<file path="src/rtl/muldiv_unit_pkg.sv">
// muldiv_unit_pkg: op codes, FSM states and small decode helpers for the HI/LO multiply/divide unit.
package muldiv_unit_pkg;
  localparam int B_MDOP = 3;
  localparam logic [B_MDOP-1:0] MD_MULT  = 3'd0;
  localparam logic [B_MDOP-1:0] MD_MULTU = 3'd1;
  localparam logic [B_MDOP-1:0] MD_DIV   = 3'd2;
  localparam logic [B_MDOP-1:0] MD_DIVU  = 3'd3;
  localparam logic [B_MDOP-1:0] MD_MTHI  = 3'd4;
  localparam logic [B_MDOP-1:0] MD_MTLO  = 3'd5;
  typedef enum logic [1:0] {S_IDLE, S_PREP, S_ITER, S_FIX} state_e;
  function automatic logic is_arith(input logic [B_MDOP-1:0] op);
    return op == MD_MULT || op == MD_MULTU || op == MD_DIV || op == MD_DIVU;
  endfunction
  function automatic logic is_signed_op(input logic [B_MDOP-1:0] op);
    return op == MD_MULT || op == MD_DIV;
  endfunction
  function automatic logic is_div_op(input logic [B_MDOP-1:0] op);
    return op == MD_DIV || op == MD_DIVU;
  endfunction
endpackage

</file>
<file path="src/rtl/muldiv_unit_step.sv">
// muldiv_unit_step: BPC iterations of shift-add multiply or restoring divide on a {high, low} accumulator.
module muldiv_unit_step #(
  parameter int WIDTH = 32,
  parameter int BPC   = 1
) (
  input  logic               is_div,
  input  logic [2*WIDTH-1:0] acc_i,
  input  logic [WIDTH-1:0]   opnd,
  output logic [2*WIDTH-1:0] acc_o
);
  logic [WIDTH:0] rem, diff, sum;
  always_comb begin
    acc_o = acc_i;
    rem = '0;
    diff = '0;
    sum = '0;
    for (int i = 0; i < BPC; i++) begin
      if (is_div) begin
        // partial remainder with the next dividend bit shifted in; bit WIDTH of diff is the borrow
        rem = acc_o[2*WIDTH-1:WIDTH-1];
        diff = rem - {1'b0, opnd};
        acc_o = diff[WIDTH] ? {acc_o[2*WIDTH-2:0], 1'b0} : {diff[WIDTH-1:0], acc_o[WIDTH-2:0], 1'b1};
      end else begin
        sum = {1'b0, acc_o[2*WIDTH-1:WIDTH]} + (acc_o[0] ? {1'b0, opnd} : '0);
        acc_o = {sum, acc_o[WIDTH-1:1]};
      end
    end
  end
endmodule

</file>
<file path="src/rtl/muldiv_unit.sv">
// muldiv_unit: multi-cycle mult/div FSM owning HI/LO, with abort and mthi/mtlo writes.
module muldiv_unit
  import muldiv_unit_pkg::*;
#(
  parameter int WIDTH          = 32,
  parameter int BITS_PER_CYCLE = 1
) (
  input  logic              clk_cpu,
  input  logic              reset,
  input  logic              op_valid,
  output logic              op_ready,
  input  logic [B_MDOP-1:0] op_code,
  input  logic [WIDTH-1:0]  rs,
  input  logic [WIDTH-1:0]  rt,
  input  logic              abort,
  output logic [WIDTH-1:0]  hi,
  output logic [WIDTH-1:0]  lo,
  output logic              busy,
  output logic              done,
  output logic              div_zero
);
  localparam int N  = WIDTH / BITS_PER_CYCLE;
  localparam int CW = $clog2(N + 1);
  state_e state_q, state_d;
  logic [CW-1:0] cnt_q, cnt_d;
  logic [2*WIDTH-1:0] acc_q, acc_d, step_acc, prod, res;
  logic [WIDTH-1:0] opnd_q, opnd_d, rs_q, rs_d, rt_q, rt_d, hi_q, hi_d, lo_q, lo_d;
  logic [WIDTH-1:0] abs_rs, abs_rt, quo, rem;
  logic [B_MDOP-1:0] op_q, op_d;
  logic qneg_q, qneg_d, rneg_q, rneg_d, done_q, done_d, div_zero_q, div_zero_d;
  logic accept, sgn, div_op;
  muldiv_unit_step #(.WIDTH(WIDTH), .BPC(BITS_PER_CYCLE)) u_step (
    .is_div(div_op),
    .acc_i (acc_q),
    .opnd  (opnd_q),
    .acc_o (step_acc)
  );
  assign op_ready = state_q == S_IDLE && !done_q;
  assign accept   = op_valid && op_ready && !abort;
  assign sgn      = is_signed_op(op_q);
  assign div_op   = is_div_op(op_q);
  assign abs_rs   = sgn && rs_q[WIDTH-1] ? -rs_q : rs_q;
  assign abs_rt   = sgn && rt_q[WIDTH-1] ? -rt_q : rt_q;
  assign prod     = qneg_q ? -acc_q : acc_q;
  assign quo      = qneg_q ? -acc_q[WIDTH-1:0] : acc_q[WIDTH-1:0];
  assign rem      = rneg_q ? -acc_q[2*WIDTH-1:WIDTH] : acc_q[2*WIDTH-1:WIDTH];
  // divide-by-zero bypasses the sign fix-up: HI gets the raw dividend, LO all ones
  assign res      = !div_op ? prod : ~|rt_q ? {rs_q, {WIDTH{1'b1}}} : {rem, quo};
  assign hi       = hi_q;
  assign lo       = lo_q;
  assign busy     = state_q != S_IDLE;
  assign done     = done_q;
  assign div_zero = div_zero_q;
  always_comb begin
    state_d = state_q;
    cnt_d = cnt_q;
    acc_d = acc_q;
    opnd_d = opnd_q;
    op_d = op_q;
    rs_d = rs_q;
    rt_d = rt_q;
    qneg_d = qneg_q;
    rneg_d = rneg_q;
    hi_d = hi_q;
    lo_d = lo_q;
    done_d = 1'b0;
    div_zero_d = div_zero_q;
    if (abort && state_q != S_IDLE) begin
      state_d = S_IDLE;
    end else begin
      case (state_q)
        S_IDLE: if (accept) begin
          div_zero_d = 1'b0;
          hi_d = op_code == MD_MTHI ? rs : hi_q;
          lo_d = op_code == MD_MTLO ? rs : lo_q;
          state_d = is_arith(op_code) ? S_PREP : S_IDLE;
          op_d = op_code;
          rs_d = rs;
          rt_d = rt;
        end
        S_PREP: begin
          acc_d = {{WIDTH{1'b0}}, abs_rs};
          opnd_d = abs_rt;
          qneg_d = sgn && (rs_q[WIDTH-1] ^ rt_q[WIDTH-1]);
          rneg_d = sgn && rs_q[WIDTH-1];
          cnt_d = CW'(N - 1);
          state_d = S_ITER;
        end
        S_ITER: begin
          acc_d = step_acc;
          cnt_d = cnt_q - CW'(1);
          state_d = cnt_q == '0 ? S_FIX : S_ITER;
        end
        default: begin
          state_d = S_IDLE;
          {hi_d, lo_d} = res;
          done_d = 1'b1;
          div_zero_d = div_op && ~|rt_q;
        end
      endcase
    end
  end
  always_ff @(posedge clk_cpu or negedge reset) begin
    if (!reset) begin
      state_q <= S_IDLE;
      cnt_q <= '0;
      acc_q <= '0;
      opnd_q <= '0;
      op_q <= '0;
      rs_q <= '0;
      rt_q <= '0;
      qneg_q <= 1'b0;
      rneg_q <= 1'b0;
      hi_q <= '0;
      lo_q <= '0;
      done_q <= 1'b0;
      div_zero_q <= 1'b0;
    end else begin
      state_q <= state_d;
      cnt_q <= cnt_d;
      acc_q <= acc_d;
      opnd_q <= opnd_d;
      op_q <= op_d;
      rs_q <= rs_d;
      rt_q <= rt_d;
      qneg_q <= qneg_d;
      rneg_q <= rneg_d;
      hi_q <= hi_d;
      lo_q <= lo_d;
      done_q <= done_d;
      div_zero_q <= div_zero_d;
    end
  end
endmodule

</file>
<file path="config.mk">
export PLATFORM = sky130hd
export DESIGN_NAME = muldiv_unit
export DESIGN_NICKNAME = d
export VERILOG_FILES = /design/src/rtl/muldiv_unit_pkg.sv /design/src/rtl/muldiv_unit_step.sv /design/src/rtl/muldiv_unit.sv
export SDC_FILE = /design/constraint.sdc
export NUM_CORES = 1
export LEC_CHECK = 0
export ABC_AREA = 0
export CAP_MARGIN = 20
export CORE_ASPECT_RATIO = 0.75
export CORE_MARGIN = 4
export CORE_UTILIZATION = 40
export DETAILED_ROUTE_END_ITERATION = 10
export SLEW_MARGIN = 20
export SYNTH_ARGS = -nofsm -noshare
export SYNTH_HDL_FRONTEND = slang
export SYNTH_SLANG_ARGS = --single-unit
</file>
<file path="constraint.sdc">
create_clock -name clk_cpu -period 7.42 [get_ports clk_cpu]
set_input_delay 1.484 -clock clk_cpu [delete_from_list [all_inputs] [get_ports clk_cpu]]
set_output_delay 1.484 -clock clk_cpu [all_outputs]
set_load 0.05 [all_outputs]
</file>
==> summary.txt, run 1 <==
Worst setup path
  • WP data required: 7.85 ns
  • RR Startpoint: acc_q[31]
  • CP Capture Type: flip-flop
  • R2r worst-path depth: 13
  • Arr. time, crit path: 4.78 ns
  • Crit path kind: reg -> reg
  • RR Endpoint: acc_q[58]
  • Critical Path Source: acc_q[31]
  • Reg2reg setup slack: ~3 ns
  • Setup crit end: acc_q[58]
  • CP max FO: 43
  • Startpoint class of the critical path: flip-flop

Timing
  • Worst slew pin tran: 1.02 ns
  • Setup TNS: 0 ns
  • Period minus WS final: between 4 and 5 ns
  • Worst relative slew slack: about a third
  • Achievable Freq: 230 MHz
  • Final Skew: about 0.027 ns
  • Count of final max-slew check failures: 0
  • Final hold violation count: 0
  • Period utilisation layout: between 50 and 60%
  • Final setup viols: 0
  • RSZ-0062 raised after global routing: no

Clock network
  • Cts hold-fix bufs: 0
  • CTS sink count: roughly 240
  • Post-cts gate resize count: 0
  • Clock Path Buffers: 3
  • Post-CTS Setup Bufs: 0
  • Root Driver: clkbuf_16
  • Clk pin slew, worst setup/hold paths: 0.07 ns
  • Htree depth: 1
  • CTS tree: yes
  • Total CTS buffers: 28
  • Later-pin clock latency in the skew report: slightly below 0.6 ns

Drt
  • # DRC: 0
  • Post-route ant nets: 0
  • Routed length per placed instance: between 20 and 25 um
  • First drt pass iteration count: 6
  • Initial DRC Count: 1692
  • Number of vias in the routed layout: around 17000
  • Vias per cell: between 5 and 6
  • Final WL: 62800 um

Flow run
  • Max cap viols: 0

Yosys
  • Most common cell in the netlist: nand2_1
  • Synth top area share: about a third
  • Syn Nets: approximately 2400
  • Top cells by count, synth: nand2_1 (329), o21ai_0 (262), dfrtp_1 (239)
  • Main flop type after synthesis: dfrtp_1
  • Sequential share of the synthesized area: ~33%
  • Cell taking the most area after synthesis: dfrtp_1
  • Synthesized flop and latch total: approximately 240
  • Synth unique cells: slightly above 80
  • Async SR Flop Fraction: 100%
  • Avg Cell Area, Syn: 7.94 um^2
  • Cell area after synthesis: about 18000 um^2
  • Post-synth EDFFs: 0
  • Top post-synthesis cells by area: dfrtp_1 (33%), o21ai_0 (7.3%), nand2_1 (6.9%), a21oi_1 (5.7%), ha_1 (5.1%)
  • Ys Warns: 0
  • Mapped Cells: between 2000 and 2500

Floorplan
  • Die Span X: between 200 and 300 um
  • Chip height: approximately 190 um
  • # IOs: between 100 and 150
  • Row count: 67
  • CORE AREA: around 45000 um^2
  • Initial cell density of the core: 40.4%
  • Die area: 48500 um^2

Global route
  • Grt total ovfl: 0
  • Global-route wire length before repair: between 90000 and 100000 um
  • Largest net degree at the start of global routing: around 120
  • Total track usage: about a quarter
  • Vias in the first global route: between 15000 and 20000
  • Initial antenna violation count: 1

Hold path
  • Worst hold path type: reg -> reg

Final layout
  • Layout cell share with drive strength beyond 1: under 10%
  • Final cell count without fillers: approximately 2900
  • Number of diodes: 0
  • Final core utilization: between 40% and 50%
  • Final #Nets: 2443
  • Area added between synthesis and finish: 14.9%

Power
  • Leakage: roughly 8.5 nW
  • Peak supply drop: slightly below 600 uV
  • PwrDens: between 500 and 600 nW/um^2

Placement
  • Gp weighted congestion: about 0.93
  • HPWL Detailed: about 46000 um
  • Placed Cells incl. Taps: between 2000 and 3000
  • IO Port Bufs: between 100 and 150

Run status
  • Status: complete, no violations
-- logic make-up (layout without fill, tap and decap cells) --
| family | count (synthesis) | count (layout) | share of synthesized area (%) |
|---|---|---|---|
| and+or+nand+nor | 746 | 746 | 19.3 |
| AOI/OAI and AO/OA | 723 | 723 | 24.1 |
| DFF | 239 | 239 | 33.2 |
| buffers and inverters | 231 | 279 | 4.85 |
| xor gates and xnor gates | 187 | 187 | 9.09 |
| adders and majority gates | 76 | 76 | 5.36 |
| muxes | 66 | 66 | 4.08 |
-- placed cells by master (no fill, tap or decap), types with 45 or more instances in the layout --
cell | Yosys | layout
a21oi_1 | 204 | 204
clkdlybuf4s50_1 | 0 | 137
dfrtp_1 | 239 | 239
ha_1 | 74 | 74
inv_1 | 70 | 70
mux2_2 | 60 | 60
nand2_1 | 329 | 326
nand3_1 | 45 | 45
nor2_1 | 154 | 153
o21ai_0 | 262 | 262
xnor2_1 | 101 | 100
xor2_1 | 86 | 85
-- state kept, by name, indices dropped and copies added (netlist names) --
signal    flops
acc_q        64
cnt_q         6
div_zero      1
done          1
hi           32
lo           32
op_q          3
opnd_q       32
qneg_q        1
rneg_q        1
rs_q         32
rt_q         32
state_q       2
-- power by group --
| part | total [W] | switching (W) | internal (W) |
|---|---|---|---|
| Sequential | 0.00284 | 0.000926 | 0.00192 |
| Clock | 0.00148 | 0.000602 | 0.000875 |
| Combinational | 0.00717 | 0.00461 | 0.00255 |
-- how the worst min path moves through the flow --
stage | end | startpoint | slack (ns) | cells after the start
after CTS | lo[29] | lo[29] | 0.48 | 2
after global routing | opnd_q[11] | opnd_q[11] | 0.50 | 2
final | lo[21] | lo[21] | 0.48 | 1
after global placement | lo[21] | lo[21] | 0.46 | 1
after floorplan | opnd_q[10] | opnd_q[10] | 0.45 | 2
after detailed placement | lo[29] | lo[29] | 0.47 | 2
-- metrics by stage --
| stage | hold slack [ns] | setup slack [ns] | total power (W) | area, um^2 |
|---|---|---|---|---|
| floorplan | 0.450 | 3.85 | 0.00766 | 18000 |
| global placement | 0.458 | 3.02 | 0.00973 | 19700 |
| detailed placement | 0.469 | 3.01 | 0.00983 | 19700 |
| CTS | 0.483 | 3.12 | 0.0114 | 20700 |
| global route | 0.496 | 2.65 | 0.0123 | 20700 |
| finish | 0.475 | 3.08 | 0.0115 | 20700 |
-- worst max-delay path: stages (launching register included) --
cell and delay (ns):
dfrtp_1 0.59, inv_1 0.10, ha_1 0.24, fa_1 0.41, nand2b_1 0.18, a21oi_1 0.30, o211ai_1 0.30, a31oi_1 0.59
a21oi_1 0.32, xor2_2 0.18, buf_4 0.43, nor2_1 0.12, a222oi_1 0.29, o21ai_0 0.13
-- area by class of cell --
type                            count  area, um^2
Inverter                           70         263
Tap cell                          586         733
Fill cell                        4462       23900
Timing Repair Buffer              159        1540
Clock buffer                       41         830
Multi-Input combinational cell   1798       11200
Sequential cell                   239        5980
Clock inverter                      9         134
-- metal layers --
metal / up-vias / part of all wire [%] / wire length [um] / global-route usage [%]
met4: 2 / 1.9 / 1190 / 4.79
met5: - / 0.021 / 13 / 0
met3: 77 / 10 / 6260 / 6.69
li1: 8147 / - / - / -
met2: 770 / 41 / 25500 / 35.9
met1: 8393 / 47 / 29800 / 38.7
Note: power is estimated with default switching activity, not from simulation.
==> inputs of run 2 (changes only) <==
==> constraint.sdc (replaced) <==
create_clock -name clk_cpu -period 4.2 [get_ports clk_cpu]
set_input_delay 0.84 -clock clk_cpu [delete_from_list [all_inputs] [get_ports clk_cpu]]
set_output_delay 0.84 -clock clk_cpu [all_outputs]
set_load 0.05 [all_outputs]
==> summary.txt, run 2 (synthesis gave the netlist of run 1 again) <==
Clock network
  • Clk pin slew, worst setup/hold paths: roughly 0.07 ns
  • Post-CTS Setup Bufs: 0
  • CTS tree: yes
  • Clock Path Buffers: 3
  • Total CTS buffers: 27
  • CTS sink count: between 200 and 250
  • Later-pin clock latency in the skew report: 0.59 ns
  • Htree depth: 1
  • Root Driver: clkbuf_16

Hold path
  • Worst hold path type: in -> async

Drt
  • Number of vias in the routed layout: 17668
  • WL met3: 6020 um
  • Routed length per placed instance: 22.0 um
  • Vias per cell: about 6
  • Post-route ant nets: 0
  • First drt pass iteration count: 6
  • Initial DRC Count: 2031
  • Highest routed layer: met5
  • Final WL: ~65000 um
  • # DRC: 0
  • Met2 WL: roughly 27000 um
  • Wl on met1: about 31000 um

Worst setup path
  • WP data required: 4.62 ns
  • Reg2reg setup slack: around 0.24 ns
  • RR Startpoint: acc_q[31]
  • Arr. time, crit path: 4.38 ns
  • CP max FO: 17
  • RR Endpoint: acc_q[62]
  • CP Capture Type: flip-flop
  • R2r worst-path depth: 12
  • Startpoint class of the critical path: flip-flop
  • Crit path kind: reg -> reg

Floorplan
  • Die Span X: approximately 250 um
  • # IOs: about 140
  • Chip height: 192 um
  • Initial cell density of the core: about two fifths
  • Die area: 48500 um^2
  • CORE AREA: between 40000 and 50000 um^2
  • Row count: 67

Flow run
  • Max cap viols: 0

Final layout
  • Top reg by flops: acc_q
  • Commonest non-fill, non-tap cell in the layout: nand2_1
  • Final #Nets: 2490
  • Area added between synthesis and finish: 16.7%
  • Layout cell share with drive strength beyond 1: between 8 and 9%
  • Max reg flops: 64
  • Most frequent cells in the layout: nand2_1 (326), o21ai_0 (262), dfrtp_1 (239), a21oi_1 (204), nor2_1 (153)
  • Final core utilization: between 40% and 50%
  • Number of diodes: 0

Power
  • Leakage: just under 9 nW
  • Total power: roughly 0.021 W
  • PwrDens: 978 nW/um^2
  • Peak supply drop: 971 uV

Timing
  • Setup TNS: 0 ns
  • Period minus WS final: around 4 ns
  • Worst slew pin tran: around 1.1 ns
  • Achievable Freq: ~250 MHz
  • Final hold violation count: 0
  • Period utilisation layout: 94.4%
  • Final Skew: ~0.030 ns
  • RSZ-0062 raised after global routing: no
  • Count of final max-slew check failures: 0
  • Final setup viols: 0
  • Worst relative slew slack: 24.5%

Run status
  • Status: complete, no violations

Global route
  • Global-route wire length before repair: 99800 um
  • Initial antenna violation count: 1
  • Total track usage: 26.0%
  • Vias in the first global route: roughly 17000
  • Grt total ovfl: 0
  • Largest net degree at the start of global routing: about 110

Placement
  • Gp weighted congestion: approximately 0.9
  • IO Port Bufs: approximately 140
  • HPWL Detailed: between 40000 and 50000 um
-- run 2: cell type report --
| cell class | count | area (um^2) |
|---|---|---|
| multi-input combinational | 1798 | 11200 |
| inverter | 70 | 263 |
| fill | 4427 | 23600 |
| clock buffer | 39 | 771 |
| clock inverter | 7 | 103 |
| timing repair buffer | 207 | 1950 |
| tap | 586 | 733 |
| sequential | 239 | 5980 |
-- run 2: what timing repair did --
action                     4_1_cts  5_1_grt
gates resized for setup          0        4
setup endpoints to repair        0       11
hold buffers                     0        0
-- run 2: how the worst max path moves through the flow --
stage	start	to	slack, ns
after global placement	rt_q[0]	hi[2]	0.24
after floorplan	acc_q[31]	acc_q[58]	0.63
after detailed placement	rt_q[0]	hi[2]	0.21
after CTS	rt_q[0]	hi[2]	0.19
after global routing	acc_q[31]	acc_q[35]	0.04
final	acc_q[31]	acc_q[62]	0.24
-- run 2: routing by layer --
| layer | vias to the layer above | track usage [%] |
|---|---|---|
| met5 | - | 0 |
| met4 | 2 | 4.07 |
| met3 | 78 | 6.02 |
| met2 | 755 | 36.8 |
| met1 | 8601 | 40.8 |
| li1 | 8232 | - |
-- run 2: per-stage QoR --
stage                     worst slack [ns]  cells  area, um^2  hold slack, ns
after CTS                            0.186   2946       21000           0.369
after global placement               0.245   2900       20100           0.459
after floorplan                      0.630   2268       18000           0.450
after global routing                0.0369   2946       21000           0.408
final                                0.236   2946       21000           0.329
after detailed placement             0.208   2900       20100           0.472
-- run 2: worst max-delay path: stages (launching register included) --
cell and delay, ns:
dfrtp_1 0.37, inv_1 0.05, ha_1 0.22, fa_1 0.41
nand2b_1 0.18, a21oi_1 0.35, o211ai_1 0.32, a31oi_1 0.44
a21oi_1 0.29, xnor2_1 0.20, buf_4 0.25, o311ai_0 0.52
o21ai_0 0.18
-- run 2: report_power, final --
part	switching, W	internal, W
clock network	0.00103	0.00139
registers	0.00140	0.00339
logic	0.00855	0.00480
total	0.0110	0.00958
==> inputs of run 3 (changes only) <==
--- a/config.mk
+++ b/config.mk
@@ -10,6 +10,7 @@
 export CORE_ASPECT_RATIO = 0.75
 export CORE_MARGIN = 4
 export CORE_UTILIZATION = 40
+export CTS_CLUSTER_DIAMETER = 80
 export DETAILED_ROUTE_END_ITERATION = 10
 export SLEW_MARGIN = 20
 export SYNTH_ARGS = -nofsm -noshare
==> summary.txt, run 3 (synthesis gave the netlist of run 1 again) <==
Power
  • Peak supply drop: 959 uV
  • P_sw: around 0.011 W
  • PwrDens: ~970 nW/um^2
  • Clock power frac: 11.6%
  • P_int: roughly 0.0095 W
  • Sequential share of power: between 20% and 30%
  • Comb pwr share: 65.1%
  • Switch share: approximately 54%
  • Leakage: 8.74 nW

Clock network
  • CTS tree: yes
  • CTS sink count: 239
  • Total CTS buffers: 28
  • Post-cts gate resize count: 0
  • Clk pin slew, worst setup/hold paths: ~0.07 ns
  • Root Driver: clkbuf_16
  • Post-CTS Setup Bufs: 0
  • Htree depth: 1
  • Cts hold-fix bufs: 0
  • Clock Path Buffers: 3
  • Later-pin clock latency in the skew report: about 0.60 ns

Timing
  • RSZ-0062 raised after global routing: no
  • Fin Hold WS: 0.315 ns
  • Period utilisation layout: between 90% and 100%
  • Final Skew: between 0.04 and 0.05 ns
  • Achievable Freq: around 250 MHz
  • Period minus WS final: 4.03 ns
  • Setup TNS: 0 ns
  • Worst relative slew slack: about 24%
  • Final hold violation count: 0
  • Count of final max-slew check failures: 0
  • Worst slew pin tran: between 1 and 1.5 ns
  • Final setup viols: 0

Global route
  • Initial antenna violation count: 1
  • Largest net degree at the start of global routing: between 100 and 150
  • Total track usage: about a quarter
  • Vias in the first global route: approximately 17000
  • Global-route wire length before repair: roughly 100000 um
  • Grt total ovfl: 0

Final layout
  • Storage cell area: approximately 6000 um^2
  • Area added between synthesis and finish: 16.7%
  • Layout cell share with drive strength beyond 1: roughly 9%
  • Commonest non-fill, non-tap cell in the layout: nand2_1
  • Multi-input combinational cell area: about 11000 um^2
  • Final #Nets: 2491
  • Post-route cell area: roughly 21000 um^2
  • Number of diodes: 0
  • Top reg by flops: acc_q
  • Final core utilization: between 40% and 50%
  • Max reg flops: 64
  • Fillers: 4430
  • Most frequent cells in the layout: nand2_1 (326), o21ai_0 (262), dfrtp_1 (239), a21oi_1 (204), nor2_1 (153)

Worst setup path
  • Reg2reg setup slack: about 0.17 ns
  • R2r worst-path depth: 12
  • Crit path kind: reg -> reg
  • RR Endpoint: acc_q[62]
  • Crit-path max cell delay: 0.53 ns
  • WP data required: 4.62 ns
  • RR Startpoint: acc_q[31]
  • Critical Path Source: acc_q[31]
  • Worst path cell trace: inv_1, ha_1, fa_1, nand2b_1, a21oi_1, o211ai_1, a31oi_1, a21oi_1, xnor2_1, buf_4, o311ai_0, o21ai_0
  • Arr. time, crit path: 4.45 ns
  • Top cell by count, worst path: a21oi_1
  • CP max FO: 17
  • Slowest stage cell, crit path: o311ai_0
  • CP Capture Type: flip-flop
  • Startpoint class of the critical path: flip-flop
  • Delay-heaviest family, CP: compound AO/OA/AOI/OAI gates
  • Buf/Inv on CP: 2

Drt
  • Initial DRC Count: slightly below 2000
  • Final WL: 64900 um
  • Vias per cell: roughly 6.0
  • # DRC: 0
  • First drt pass iteration count: 5
  • Post-route ant nets: 0
  • Routed length per placed instance: about 22 um
  • Number of vias in the routed layout: approximately 18000

Placement
  • Gp weighted congestion: 0.927
  • Dpl cell area: about 20000 um^2
  • IO Port Bufs: 138
  • HPWL Detailed: 49300 um

Floorplan
  • Initial cell density of the core: 40.4%
  • # IOs: roughly 140
  • Row count: 67
  • Die Span X: 253 um
  • CORE AREA: approximately 45000 um^2
  • Chip height: about 190 um
  • Die area: slightly below 50000 um^2

Flow run
  • Max cap viols: 0

Hold path
  • Worst hold path type: in -> async

Run status
  • Status: complete, no violations
[run 3: power groups by stage]
| stage | combinational [W] | sequential [W] | clock, W |
|---|---|---|---|
| floorplan | 0.00828 | 0.00526 | 0 |
| global placement | 0.0129 | 0.00475 | 0 |
| detailed placement | 0.0130 | 0.00480 | 0 |
| CTS | 0.0131 | 0.00476 | 0.00242 |
| global route | 0.0145 | 0.00494 | 0.00250 |
| finish | 0.0133 | 0.00479 | 0.00237 |
[run 3: layout make-up]
type | instances | area share [%]
Clock buffer | 38 | 3.75
Inverter | 70 | 1.25
Timing Repair Buffer | 207 | 9.29
Clock inverter | 10 | 0.405
Multi-Input combinational cell | 1798 | 53.4
Sequential cell | 239 | 28.5
Tap cell | 586 | 3.49
[run 3: metrics by stage]
stage	setup slack [ns]	std cells	total power [W]
floorplan	0.630	2268	0.0135
global placement	0.245	2900	0.0176
detailed placement	0.208	2900	0.0178
CTS	0.186	2948	0.0203
global route	0.0308	2948	0.0219
finish	0.173	2948	0.0205
[run 3: how the worst max path moves through the flow]
stage | to | slack [ns] | depth (start not counted)
global route | acc_q[35] | 0.03 | 13
finish | acc_q[62] | 0.17 | 12
floorplan | acc_q[58] | 0.63 | 14
CTS | hi[2] | 0.19 | 10
global placement | hi[2] | 0.24 | 10
detailed placement | hi[2] | 0.21 | 10
[run 3: metal layers]
layer	up-vias	track usage, %	share of wire (%)
li1	8242	-	-
met1	8537	40.8	48
met2	782	36.8	41
met3	81	6.02	9.4
met4	2	4.28	1.7
met5	-	0	0.020
[run 3: worst register-to-register path, cell delays in order (launching register included)]
cell      delay (ns)
dfrtp_1         0.37
inv_1           0.05
ha_1            0.22
fa_1            0.41
nand2b_1        0.18
a21oi_1         0.35
o211ai_1        0.34
a31oi_1         0.47
a21oi_1         0.30
xnor2_1         0.19
buf_4           0.25
o311ai_0        0.53
o21ai_0         0.18
